<file path="config.mk">
export PLATFORM = sky130hd
export DESIGN_NAME = ultrasonic_scheduler
export DESIGN_NICKNAME = d
export VERILOG_FILES = /design/src/rtl/us_sched_pkg.sv /design/src/rtl/us_echo_timer.sv /design/src/rtl/ultrasonic_scheduler.sv
export SDC_FILE = /design/constraint.sdc
export NUM_CORES = 1
export LEC_CHECK = 0
export BUFFER_PORTS_ARGS = -buffer_cell sky130_fd_sc_hd__buf_4
export CORE_MARGIN = 2
export CORE_UTILIZATION = 50
export CTS_CLUSTER_DIAMETER = 40
export DETAILED_ROUTE_END_ITERATION = 7
export GPL_TIMING_DRIVEN = 1
export PLACE_DENSITY_LB_ADDON = 0.1
export SLEW_MARGIN = 20
export SYNTH_ARGS = -nofsm -noshare
export SYNTH_HDL_FRONTEND = slang
export SYNTH_SLANG_ARGS = --single-unit
</file>
<file path="constraint.sdc">
create_clock -name clk -period 7.05 [get_ports clk]
set_input_delay 0.705 -clock clk [delete_from_list [all_inputs] [get_ports clk]]
set_output_delay 0.705 -clock clk [all_outputs]
set_load 0.05 [all_outputs]
</file>
<file path="src/rtl/us_sched_pkg.sv">
// Shared types and constants for the ultrasonic sensor scheduler.
package us_sched_pkg;

    typedef enum logic [2:0] {
        IDLE,
        TRIG,
        WAIT_RISE,
        MEASURE,
        GAP
    } state_t;

    typedef logic [7:0] dist_t;

    localparam dist_t DIST_MAX = 8'd255;

endpackage

</file>
<file path="src/rtl/us_echo_timer.sv">
// Echo edge detector plus tick divider and saturating centimetre counter.
module us_echo_timer
    import us_sched_pkg::*;
#(
    parameter int TICK_DIV = 2900
) (
    input  logic  clk,
    input  logic  rst_n,
    input  logic  clear,
    input  logic  echo_s,
    output dist_t cm,
    output logic  overflow,
    output logic  rise,
    output logic  fall
);

    localparam int TW = $clog2(TICK_DIV + 1);

    logic [TW-1:0] tick;
    logic          echo_d;
    logic          wrap;

    assign rise     = echo_s & ~echo_d;
    assign fall     = ~echo_s & echo_d;
    assign wrap     = ~clear & echo_s & (tick == TW'(TICK_DIV - 1));
    // Overflow fires on the wrap that would take cm past its ceiling.
    assign overflow = wrap & (cm == DIST_MAX);

    always_ff @(posedge clk or negedge rst_n) begin
        if (!rst_n) begin
            echo_d <= 1'b0;
            tick   <= '0;
            cm     <= '0;
        end else begin
            echo_d <= echo_s;
            if (clear) begin
                tick <= '0;
                cm   <= '0;
            end else if (echo_s) begin
                if (wrap) begin
                    tick <= '0;
                    if (cm != DIST_MAX) cm <= cm + 8'd1;
                end else begin
                    tick <= tick + TW'(1);
                end
            end
        end
    end

endmodule

</file>
<file path="src/rtl/ultrasonic_scheduler.sv">
// Round-robin scheduler for HC-SR04-style sensors sharing one echo timer.
// Optional per-sensor skip mask: define ULTRASONIC_MASK_EN.
module ultrasonic_scheduler
    import us_sched_pkg::*;
#(
    parameter int N_SENSORS    = 4,
    parameter int TRIG_CYCLES  = 500,
    parameter int TICK_DIV     = 2900,
    parameter int RISE_TIMEOUT = 1_500_000,
    parameter int GAP_CYCLES   = 3_000_000
) (
    input  logic                 clk,
    input  logic                 rst_n,
`ifdef ULTRASONIC_MASK_EN
    input  logic [N_SENSORS-1:0] sensor_mask,
`endif
    input  logic                 start,
    input  logic                 continuous,
    input  logic [N_SENSORS-1:0] echo,
    output logic [N_SENSORS-1:0] trig,
    output dist_t                dist_value,
    output logic [2:0]           dist_idx,
    output logic                 dist_err,
    output logic                 dist_valid,
    output logic                 busy
);

    localparam int CNT_A   = (TRIG_CYCLES > RISE_TIMEOUT) ? TRIG_CYCLES : RISE_TIMEOUT;
    localparam int CNT_MAX = (CNT_A > GAP_CYCLES) ? CNT_A : GAP_CYCLES;
    localparam int CNT_W   = $clog2(CNT_MAX + 1);

    state_t               state;
    logic [2:0]           idx;
    logic [CNT_W-1:0]     cnt;
    logic [N_SENSORS-1:0] echo_m, echo_s;
    logic [7:0]           echo_pad, mask8;
    logic [2:0]           first_idx, next_idx;
    logic                 has_first, has_next;
    logic                 sel_echo, clear, rise, fall, overflow;
    dist_t                cm;

    function automatic logic [N_SENSORS-1:0] onehot(input logic [2:0] i);
        logic [7:0] t;
        t = 8'd1 << i;
        return N_SENSORS'(t);
    endfunction

    always_ff @(posedge clk or negedge rst_n) begin
        if (!rst_n) begin
            echo_m <= '0;
            echo_s <= '0;
        end else begin
            echo_m <= echo;
            echo_s <= echo_m;
        end
    end

    assign echo_pad = 8'(echo_s);
    assign sel_echo = echo_pad[idx];
    assign busy     = (state != IDLE);

`ifdef ULTRASONIC_MASK_EN
    assign mask8 = 8'(sensor_mask);
`else
    assign mask8 = 8'((1 << N_SENSORS) - 1);
`endif

    // Lowest enabled sensor overall, and lowest enabled sensor above idx.
    always_comb begin
        has_first = 1'b0;
        first_idx = 3'd0;
        has_next  = 1'b0;
        next_idx  = 3'd0;
        for (int i = 7; i >= 0; i--) begin
            if (mask8[i]) begin
                has_first = 1'b1;
                first_idx = 3'(i);
                if (i > int'(idx)) begin
                    has_next = 1'b1;
                    next_idx = 3'(i);
                end
            end
        end
    end

    // Counters run only while measuring, starting on the detected rise.
    assign clear = !((state == MEASURE) || ((state == WAIT_RISE) && rise));

    us_echo_timer #(.TICK_DIV(TICK_DIV)) u_timer (
        .clk      (clk),
        .rst_n    (rst_n),
        .clear    (clear),
        .echo_s   (sel_echo),
        .cm       (cm),
        .overflow (overflow),
        .rise     (rise),
        .fall     (fall)
    );

    always_ff @(posedge clk or negedge rst_n) begin
        if (!rst_n) begin
            state      <= IDLE;
            idx        <= 3'd0;
            cnt        <= '0;
            trig       <= '0;
            dist_value <= '0;
            dist_idx   <= 3'd0;
            dist_err   <= 1'b0;
            dist_valid <= 1'b0;
        end else begin
            dist_valid <= 1'b0;
            case (state)
                IDLE: begin
                    if (start && has_first) begin
                        idx   <= first_idx;
                        trig  <= onehot(first_idx);
                        cnt   <= '0;
                        state <= TRIG;
                    end
                end
                TRIG: begin
                    if (cnt == CNT_W'(TRIG_CYCLES - 1)) begin
                        trig  <= '0;
                        cnt   <= '0;
                        state <= WAIT_RISE;
                    end else begin
                        cnt <= cnt + CNT_W'(1);
                    end
                end
                WAIT_RISE: begin
                    if (rise) begin
                        cnt   <= '0;
                        state <= MEASURE;
                    end else if (cnt == CNT_W'(RISE_TIMEOUT - 1)) begin
                        dist_value <= DIST_MAX;
                        dist_err   <= 1'b1;
                        dist_idx   <= idx;
                        dist_valid <= 1'b1;
                        cnt        <= '0;
                        state      <= GAP;
                    end else begin
                        cnt <= cnt + CNT_W'(1);
                    end
                end
                MEASURE: begin
                    if (fall || overflow) begin
                        dist_value <= fall ? cm : DIST_MAX;
                        dist_err   <= ~fall;
                        dist_idx   <= idx;
                        dist_valid <= 1'b1;
                        cnt        <= '0;
                        state      <= GAP;
                    end
                end
                GAP: begin
                    if (cnt == CNT_W'(GAP_CYCLES - 1)) begin
                        cnt <= '0;
                        if (has_next) begin
                            idx   <= next_idx;
                            trig  <= onehot(next_idx);
                            state <= TRIG;
                        end else if (continuous && has_first) begin
                            idx   <= first_idx;
                            trig  <= onehot(first_idx);
                            state <= TRIG;
                        end else begin
                            state <= IDLE;
                        end
                    end else begin
                        cnt <= cnt + CNT_W'(1);
                    end
                end
                default: state <= IDLE;
            endcase
        end
    end

endmodule

</file>
Yosys cells after proc, flatten, opt, wreduce, memory -nomap -nowiden
Cells that the tools add are included.
{ "classes": {"n_lt_le_gt_ge": 4, "muxes": 59, "reduce_logical": 15, "n_addsub": 3, "bitwise": 8, "n_eq_ne": 21, "shift": 1} }
{ "ops": {"columns": ["op", "count"], "rows": [
  ["$mux W22", 6],
  ["$pmux W22 S5", 1],
  ["$mux W8", 8],
  ["$mux W3", 15],
  ["$mux W12", 3],
  ["$add A22 B1 Y22 const B", 1],
  ["$eq A22 B21 Y1 const B", 1],
  ["$eq A22 B22 Y1 const B", 1],
  ["$eq A22 B9 Y1 const B", 1],
  ["$mux W4", 5],
  ["$pmux W8 S2", 1],
  ["$pmux W3 S5", 1],
  ["$add A12 B1 Y12 const B", 1],
  ["$eq A12 B12 Y1 const B", 1],
  ["$mux W1", 12],
  ["$pmux W3 S2", 2],
  ["$pmux W4 S3", 1],
  ["$ne A2 B1 Y1 const B", 5],
  ["$reduce_and A5 Y1", 2],
  ["$add A8 B1 Y8 const B", 1],
  ["$eq A8 B8 Y1 const B", 1],
  ["$ne A2 B2 Y1 const B", 4],
  ["$ne A8 B8 Y1 const B", 1],
  ["$reduce_and A4 Y1", 2],
  ["other kinds (21)", 34]
]} }
{ "totals": {"register_bits": 74, "word_cells": 124, "output_inout_bits": 18, "input_bits": 8} }

Depth between registers and ports, before layout
Gate-level depths: netlist (run 1).
{ "logic_depth": {"word_depth": 11, "mapped_depth": 8, "ltp_nobuf": 7} }

Modules after synthesis
Synthesis (run 1) repeated with hierarchy kept, for this count alone.
{ "hier_totals": {"cells_unflattened": 382, "hier_area_um2": 3832.4} }
{ "by_module_without_submodules": {"columns": ["module", "cells_each", "seq_area_each_um2", "n_inst", "area_per_inst_um2"], "rows": [
  ["ultrasonic_scheduler", 255, 1276.2, 1, 2648.8],
  ["us_echo_timer", 127, 525.5, 1, 1183.6]
]} }

Least setup slack after synthesis (run 1)
No wires, ideal clock.
{ "synth_path": {"path_kind": "flip-flop to flip-flop", "from": "register cnt[13]", "to": "register cnt[4]", "path_stages_with_launch": 9, "n_path_buf": 2, "setup_time_ns": 0.147, "t_required_ns": 6.903, "synth_period_minus_slack_ns": 2.393, "arrival_time_ns": 2.247, "path_slack_ns": 4.657, "cell_sequence": "dfrtp_1 buf_6 or4_4 or4b_4 o21bai_4 nand3_4 buf_6 a41oi_1 a31oi_1"} }
{ "synth_via": {"elab_chain_cells": 4, "word_cells_on_any_way": 8, "cone_classes": "eq/ne (3); mux (5)"} }
{ "synth_lines": {"columns": ["item", "line", "text"], "rows": [
  ["start, declared", "ultrasonic_scheduler.sv:34", "logic [CNT_W-1:0] cnt;"],
  ["start signal, assigned", "ultrasonic_scheduler.sv:127", "cnt <= cnt + CNT_W'(1);"],
  ["start signal, assigned", "ultrasonic_scheduler.sv:142", "cnt <= cnt + CNT_W'(1);"],
  ["start signal, assigned", "ultrasonic_scheduler.sv:170", "cnt <= cnt + CNT_W'(1);"],
  ["$eq A22 B21 Y1", "ultrasonic_scheduler.sv:134", "end else if (cnt == CNT_W'(RISE_TIMEOUT - 1)) begin"],
  ["$mux W22", "ultrasonic_scheduler.sv:134", null],
  ["$mux W22", "ultrasonic_scheduler.sv:131", "if (rise) begin"],
  ["$pmux W22 S5 (*)", "ultrasonic_scheduler.sv:112", "case (state)"]
]} }
Every way passes the cells marked *; elsewhere a longest branch is shown, timed or not.
A chain may end at the register's enable or synchronous reset.

Worst setup path after layout (run 1)
{ "layout_path": {"from": "register cnt[0]", "to": "register dist_idx[0]"} }
{ "layout_via": {"elab_chain_cells": 3} }
{ "layout_lines": {"columns": ["item", "line", "text"], "rows": [
  ["$eq A22 B21 Y1", "ultrasonic_scheduler.sv:134", null],
  ["$ne A2 B1 Y1 (no source line)", null, null],
  ["$reduce_and A4 Y1 (no source line)", null, null],
  ["end signal, assigned", "ultrasonic_scheduler.sv:137", "dist_idx <= idx;"],
  ["end signal, assigned", "ultrasonic_scheduler.sv:149", "dist_idx <= idx;"],
  ["end, declared", "ultrasonic_scheduler.sv:22", "output logic [2:0] dist_idx,"]
]} }
No other way between the ends.

==> results.cfg, run 1 <==
[worst_hold_path]
whs_path_depth = 0
hold_path.startpoint = echo_m[0]$_DFF_PN0_
min_path_type = flip-flop to flip-flop
min_to = echo_s[0]$_DFF_PN0_

[place]
gp_congestion = 0.881
numPortBuffers = 24
place_ws_ns = 4.05
post-dp-hpwl_mm = 5.06

[setup_path]
cp-end-kind = flip-flop
path_max_fanout = 13
r2r-start = cnt[0]$_DFFE_PN0P_
rr_worst_depth = 7
cp.required_ns = 7.28
critPathKind = flip-flop to flip-flop
regToRegEndpoint = dist_idx[0]$_DFFE_PN0P_
cp-start-kind = flip-flop
rrSetupSlack_ns = 4.03
cp.arrival_ns = 3.24

[flow_run]
cap_violations = 0

[routing]
detail_route.iter0.violations = 185
drcViolationCount = 0
first_pass_iters = 4
drt-total-wl_mm = 7.63
vias = 2919
ant_nets = 0
viasPerCell = 5.87
wl_per_cell_um = 15.4

[logic_synthesis]
synth.distinct_cells = 56
yosys_warnings = 0
synth_fp_nets = 393
yosysSeqAreaShare_pct = 48.3
ys_dominant_reg_cell = dfrtp_1
netlist.area_leader.share_pct = 48.3
ys_ff_latch = 72
synth-async-reset-ratio_pct = 100
avgSynthCellArea_sq_um = 9.90
synth.area.top_cells = dfrtp_1, nor2_1, nand2_1
synth_edf_count = 0
netlist_area_sq_um = 3730
synthCells = 377
synth_top_cell_by_area = dfrtp_1

[die]
die-area_sq_um = 8170
die_h_um = 90.4
rows = 31
die_x_um = 90.4
initial_core_util_pct = 51.4
pin_count = 26
core_region_area_sq_um = 7250

[power]
power-per-cell-area_nw_per_um2 = 402
p_leak_nw = 1.78
peakVddDrop_mv = 0.195

[clock_network]
insertion_delay_ns = 0.34
postCtsSetupBuffers = 0
numCtsBuffers = 9
cts_root_buf = clkbuf_8
cts_resized = 0
cts_max_path_buffers = 2
h-tree-depth = 3
ctsHoldBuffers = 0
cts_num_sinks = 72
cts_tree = built
clkTransAtPathRegs_ns = 0.08

[timing]
fin_tns_setup_ns = 0
setup_violations = 0
drv_slew = 0
relSlewSlack_pct = 35.3
tightest_slew_ns = 0.966
whs_ns = 0.350
final.setup_skew_ns = 0.00797
finalCriticalPeriod_ns = 3.02
setup_ws_ns = 4.03
rsz0062_at_grt = no
fmax_mhz = 332
finalCritPeriodShare_pct = 42.8
hold_violations = 0

[final_layout]
fillCellCount = 627
area_growth_pct = 10.8
nets = 410
layout_commonest_cell = dfrtp_1
mostFrequentLayoutCells = dfrtp_1, nor2_1, nand2_1
n_antenna_cell = 0
drive_gt1_share_pct = 14.1

[global_routing]
grt_pass1_wl_mm = 12.9
grt_pass1_vias = 2751
overflow = 0
antenna_found_initial = 0
grt_max_degree = 73
grt_use_total_pct = 19.4

[status]
status = complete, no violations
[worst max-delay path by stage]
stage,startpoint,to,slack [ns],cells past startpoint
3_3_place_gp,cnt[0]$_DFFE_PN0P_,dist_idx[0]$_DFFE_PN0P_,4.14,7
6_report,cnt[0]$_DFFE_PN0P_,dist_idx[0]$_DFFE_PN0P_,4.03,7
3_5_place_dp,cnt[0]$_DFFE_PN0P_,dist_idx[0]$_DFFE_PN0P_,4.05,7
5_1_grt,cnt[0]$_DFFE_PN0P_,dist_idx[1]$_DFFE_PN0P_,3.75,7
4_1_cts,cnt[0]$_DFFE_PN0P_,dist_idx[0]$_DFFE_PN0P_,4.02,7
2_1_floorplan,cnt[13]$_DFFE_PN0P_,cnt[4]$_DFFE_PN0P_,4.66,8
[cells in the mapped netlist (all sizes together), types with 7 or more instances]
master and instances:
o21ai 15, nor2 42, nand3 17, buf 8
nor3 9, o22a 8, nand2 35, dfrtp 72
inv 7, nand4 12, clkbuf 11, and3 15
a21oi 20, xor2 8, ha 8, a31oi 14
[metal layers]
layer  wire, um  track usage [%]
met3        278             4.34
met1       3700             26.9
met5          0                0
met4        128             7.44
met2       3530             29.8
[worst max-delay path: stages, from the launching register on]
cell and delay (ns):
dfrtp_1 0.42, ha_1 0.32, nand3_1 0.13, or4_1 0.55, o21ai_0 0.18, o221ai_1 0.13
nor2_1 0.75, mux2_2 0.42
[cells by family after synthesis]
family | synth area share (%)
adder cells (fa/ha/maj) | 2.68
XOR/XNOR | 3.29
AND/OR/NAND/NOR | 22.8
other | 0.101
multiplexers | 4.02
AO/OA/AOI/OAI | 15.0
buffers and inverters | 3.79
flip-flops | 48.3
[sequential cells by signal (all words and copies together), names as in the netlist]
register,flops
cnt,22
dist_value,8
dist_idx,2
dist_valid,1
idx,2
u_timer.tick,12
trig,4
echo_s,4
state,3
u_timer.cm,8
dist_err,1
echo_m,4
u_timer.echo_d,1
[report_power, final]
group / total [mW] / internal, mW / switching [mW]
clock: 0.347 / 0.191 / 0.156
sequential: 0.615 / 0.501 / 0.114
combinational: 0.701 / 0.253 / 0.448
total: 1.66 / 0.945 / 0.717
[metrics by stage]
step | std cells | utilization [%] | area, sq um | total power [mW]
after global placement | 482 | 54.1 | 3930 | 1.31
after floorplan | 377 | - | 3730 | 1.18
after global routing | 497 | 57.0 | 4130 | 1.76
after CTS | 497 | 57.0 | 4130 | 1.67
after detailed placement | 482 | 54.1 | 3930 | 1.32
final | 497 | 57.0 | 4130 | 1.66
[area by class of cell]
cell class              count  area [sq um]  share of cell area, %
clock buffers              13           169                   4.09
clock inverters             2          37.5                  0.908
inverters                   7          26.3                  0.636
multi-input cells         279          1790                   43.3
flip-flops and latches     72          1800                   43.6
well taps                  99           124                   3.00
repair buffers             25           188                   4.54
Power figures use the tool's default switching activity.
==> run 2, diff against run 1 <==
==> constraint.sdc (replaced) <==
create_clock -name clk -period 2.6 [get_ports clk]
set_input_delay 0.26 -clock clk [delete_from_list [all_inputs] [get_ports clk]]
set_output_delay 0.26 -clock clk [all_outputs]
set_load 0.05 [all_outputs]
==> results.cfg, run 2 (synthesized netlist as in run 1, its figures left out) <==
[routing]
first_pass_iters = 5
dr_wl_met3_um = 354
vias = 3004
wl_per_cell_um = 15.6
drcViolationCount = 0
wl_met1_mm = 3.81
dr.max_layer_used = met4
ant_nets = 0
detail_route.iter0.violations = 269
drt-total-wl_mm = 8.10
dr_wl_met2_mm = 3.80
viasPerCell = 5.78

[die]
initial_core_util_pct = 51.4
core_region_area_sq_um = 7250
die_x_um = 90.4
pin_count = 26
die_h_um = 90.4
die-area_sq_um = 8170
rows = 31

[power]
p_leak_nw = 1.90
p_seq_share_pct = 33.0
p_comb_share_pct = 47.3
p_sw_mw = 2.06
clkPwrFrac_pct = 19.7
peakVddDrop_mv = 0.530
power_report.internal_total_mw = 2.80
swShare_pct = 42.3
power-per-cell-area_nw_per_um2 = 1120

[global_routing]
grt_pass1_wl_mm = 13.6
antenna_found_initial = 0
overflow = 0
grt_pass1_vias = 2815
grt_use_total_pct = 20.6
grt_max_degree = 73

[clock_network]
cts_resized = 0
insertion_delay_ns = 0.35
numCtsBuffers = 9
cts_tree = built
h-tree-depth = 3
cts_root_buf = clkbuf_8
cts_max_path_buffers = 2
cts_num_sinks = 72
clkTransAtPathRegs_ns = 0.08

[setup_path]
cp.arrival_ns = 2.70
cp.required_ns = 2.83
cp-start-kind = flip-flop
rrSetupSlack_ns = 0.12
cp-end-kind = flip-flop
critPathKind = flip-flop to flip-flop
path_max_fanout = 11

[timing]
tightest_slew_ns = 0.896
fin_tns_setup_ns = 0
rsz0062_at_grt = no
setup_violations = 0
relSlewSlack_pct = 40.3
finalCritPeriodShare_pct = 95.2
drv_slew = 0
whs_ns = 0.0179
fmax_mhz = 404
final.setup_skew_ns = 0.0107
finalCriticalPeriod_ns = 2.48
hold_violations = 0

[final_layout]
mostFrequentLayoutCells = dfrtp_1, buf_4, nor2_1
largest_reg_flops = 22
largestRegisters = cnt x22, u_timer.tick x12
largest_register = cnt
layout_commonest_cell = dfrtp_1
drive_gt1_share_pct = 18.8
n_antenna_cell = 0
area_growth_pct = 15.8
nets = 434
final_core_util_pct = 59.6

[place]
post-dp-hpwl_mm = 5.28
gp_congestion = 0.852
numPortBuffers = 24

[worst_hold_path]
min_path_type = input port to async pin

[flow_run]
cap_violations = 0

[status]
status = complete, no violations
-- run 2: cell types whose count changed in the layout (fill, tap and decap cells not counted), sizes merged --
cell         before  now
clkbuf           13    9
buf              25   47
dlygate4sd3       0    1
nand3            17   18
clkinv            0    1
clkinvlp          1    2
bufinv            1    2
-- run 2: worst max-delay path, stage by stage, from the launching register on --
cell and delay [ns]:
dfrtp_1 0.38, or4_4 0.54, or4b_4 0.57, o21bai_4 0.22, nand3_4 0.19, buf_4 0.23
a31oi_1 0.17, a31oi_1 0.06
-- run 2: area by class of cell --
class / count / area (sq um)
Multi-Input combinational cell: 280 / 1800
Clock inverter: 5 / 83.8
Inverter: 7 / 26.3
Sequential cell: 72 / 1800
Fill cell: 644 / 2930
Clock buffer: 9 / 124
Tap cell: 99 / 124
Timing Repair Buffer: 48 / 363
-- run 2: metrics by stage --
step	instances	total power [mW]	worst slack [ns]	instance area [sq um]
floorplan	377	3.20	0.207	3730
global placement	500	3.74	0.0954	4060
detailed placement	500	3.78	0.0310	4060
CTS	514	4.75	0.0235	4270
global route	520	5.15	0.000764	4320
finish	520	4.86	0.125	4320
-- run 2: timing repair --
action | 4_1_cts | 5_1_grt
buffers inserted | 0 | 4
hold endpoints to repair | 0 | 1
endpoints found under the setup margin | 0 | 14
hold buffers | 0 | 1
-- run 2: power groups by stage --
stage,logic (mW),registers [mW],clock network (mW)
finish,2.30,1.60,0.959
CTS,2.17,1.60,0.979
global route,2.48,1.64,1.03
global placement,2.13,1.62,0
floorplan,1.32,1.88,0
detailed placement,2.16,1.62,0
-- run 2: worst paths after layout --
path / end / cells past startpoint / start
hold / removal: u_timer.tick[8]$_DFFE_PN0P_ / 1 / rst_n
setup / recovery: cnt[9]$_DFFE_PN0P_ / 7 / cnt[12]$_DFFE_PN0P_
hold reg to reg: echo_s[2]$_DFF_PN0_ / 0 / echo_m[2]$_DFF_PN0_
max in group asynchronous: cnt[15]$_DFFE_PN0P_ / 1 / rst_n
setup reg to reg: cnt[9]$_DFFE_PN0P_ / 7 / cnt[12]$_DFFE_PN0P_
min in group clk: echo_m[1]$_DFF_PN0_ / 1 / echo[1]
-- run 2: metal layers --
metal  GRT usage (%)  vias to the layer above
met1            29.2                     1454
met4            7.69                        0
met5               0                        -
met3            3.17                       13
met2            32.0                       82
li1                -                     1455
==> run 3, diff against run 2 <==
--- a/config.mk
+++ b/config.mk
@@ -5,13 +5,13 @@
 export SDC_FILE = /design/constraint.sdc
 export NUM_CORES = 1
 export LEC_CHECK = 0
-export BUFFER_PORTS_ARGS = -buffer_cell sky130_fd_sc_hd__buf_4
 export CORE_MARGIN = 2
 export CORE_UTILIZATION = 50
 export CTS_CLUSTER_DIAMETER = 40
 export DETAILED_ROUTE_END_ITERATION = 7
+export DONT_BUFFER_PORTS = 1
 export GPL_TIMING_DRIVEN = 1
-export PLACE_DENSITY_LB_ADDON = 0.1
+export PLACE_DENSITY = 0.68
 export SLEW_MARGIN = 20
 export SYNTH_ARGS = -nofsm -noshare
 export SYNTH_HDL_FRONTEND = slang
==> results.cfg, run 3 (synthesized netlist as in run 1, its figures left out) <==
[worst_hold_path]
min_path_type = input port to flip-flop
whs_path_depth = 3
min_to = idx[1]$_DFFE_PN0P_
hold_path.startpoint = start

[die]
core_region_area_sq_um = 7250
die_x_um = 90.4
die_h_um = 90.4
die-area_sq_um = 8170
pin_count = 26
initial_core_util_pct = 51.4
rows = 31

[final_layout]
finalNonFillerCells = 504
largestRegisters = cnt x22, u_timer.tick x12
nets = 416
fillCellCount = 638
final_cell_area_sq_um = 4270
n_antenna_cell = 0
layout_commonest_cell = dfrtp_1
largest_reg_flops = 22
drive_gt1_share_pct = 14.6
largest_register = cnt
mostFrequentLayoutCells = dfrtp_1, nor2_1, nand2_1
final_core_util_pct = 58.9
area_growth_pct = 14.5

[setup_path]
cp-end-kind = flip-flop
critPathKind = flip-flop to flip-flop
rr_worst_depth = 7
critPathBufInv = 1
regToRegEndpoint = cnt[10]$_DFFE_PN0P_
cp.arrival_ns = 2.71
crit_family = simple AND/OR/NAND/NOR gates
cp.required_ns = 2.83
r2r-start = cnt[12]$_DFFE_PN0P_
cp-start-kind = flip-flop
cp_slowest_cell = or4b_4
rrSetupSlack_ns = 0.11
worstPathCellList = or4_4 -> or4b_4 -> o21bai_4 -> nand3_4 -> buf_12 -> a21o_2 -> a22o_1
cp_slowest_stage_delay_ns = 0.57
path_max_fanout = 11

[place]
postPlaceCellArea_sq_um = 3900
post-dp-hpwl_mm = 5.39
dp_cells = 478
numPortBuffers = 0
gp_congestion = 0.850

[power]
peakVddDrop_mv = 0.525
power-per-cell-area_nw_per_um2 = 1140
p_leak_nw = 1.84

[global_routing]
grt_pass1_vias = 2831
overflow = 0
antenna_found_initial = 0
grt_pass1_wl_mm = 13.9
grt_max_degree = 73
grt_use_total_pct = 20.8

[clock_network]
cts_max_path_buffers = 2
insertion_delay_ns = 0.34
clkTransAtPathRegs_ns = 0.08
h-tree-depth = 3
numCtsBuffers = 9
cts_num_sinks = 72
cts_root_buf = clkbuf_8
cts_resized = 0
cts_tree = built

[timing]
finalCriticalPeriod_ns = 2.49
tightest_slew_ns = 0.501
fin_tns_setup_ns = 0
rsz0062_at_grt = no
fmax_mhz = 402
hold_violations = 0
whs_ns = 0.277
relSlewSlack_pct = 66.1
final.setup_skew_ns = 0.00838
setup_violations = 0
finalCritPeriodShare_pct = 95.7
drv_slew = 0

[flow_run]
cap_violations = 0

[status]
status = complete, no violations

[routing]
viasPerCell = 5.88
detail_route.iter0.violations = 155
wl_per_cell_um = 16.0
ant_nets = 0
vias = 2963
drt-total-wl_mm = 8.08
drcViolationCount = 0
first_pass_iters = 4
-- run 3: metal layers --
metal / wire length (um) / up-vias / GRT usage [%] / part of all wire [%]
met3: 289 / 11 / 4.17 / 3.6
li1: - / 1420 / - / -
met1: 3800 / 1456 / 29.3 / 47
met4: 96 / 0 / 6.67 / 1.2
met2: 3890 / 76 / 32.3 / 48
met5: 0 / - / 0 / 0
-- run 3: worst max-delay path by stage --
stage | from | endpoint | slack [ns] | cells after the start
6_report | cnt[12]$_DFFE_PN0P_ | cnt[10]$_DFFE_PN0P_ | 0.11 | 7
5_1_grt | cnt[12]$_DFFE_PN0P_ | cnt[15]$_DFFE_PN0P_ | 0.04 | 7
4_1_cts | cnt[12]$_DFFE_PN0P_ | cnt[9]$_DFFE_PN0P_ | 0.05 | 7
3_5_place_dp | cnt[12]$_DFFE_PN0P_ | cnt[9]$_DFFE_PN0P_ | 0.05 | 7
3_3_place_gp | cnt[0]$_DFFE_PN0P_ | state[0]$_DFFE_PN0P_ | 0.09 | 8
2_1_floorplan | cnt[13]$_DFFE_PN0P_ | cnt[4]$_DFFE_PN0P_ | 0.21 | 8
-- run 3: tightest hold or removal path: stages --
cell	delay, ns
mux2i_1	0.04
nor2_1	0.16
o21ai_0	0.10
-- run 3: layout make-up --
| class | instances | area (sq um) | area share, % |
|---|---|---|---|
| multi-input combinational | 280 | 1800 | 42.1 |
| timing repair buffer | 30 | 270 | 6.33 |
| tap | 99 | 124 | 2.90 |
| clock buffer | 10 | 138 | 3.22 |
| sequential | 72 | 1800 | 42.2 |
| inverter | 7 | 26.3 | 0.615 |
| clock inverter | 6 | 115 | 2.69 |
-- run 3: timing repair --
action / CTS / global route
hold endpoints to repair: 76 / 0
buffers inserted: 0 / 3
hold buffers: 6 / 0
endpoints found under the setup margin: 0 / 14
-- run 3: metrics by stage --
step                total power [mW]  worst slack (ns)
finish                          4.85             0.112
global route                    5.17            0.0438
CTS                             4.74            0.0525
detailed placement              3.60            0.0486
global placement                3.55            0.0900
floorplan                       3.20             0.207
-- run 3: power by group --
part / switching (mW) / total, mW / internal, mW
clock network: 0.437 / 1.11 / 0.669
registers: 0.599 / 1.95 / 1.35
logic: 0.993 / 1.80 / 0.802
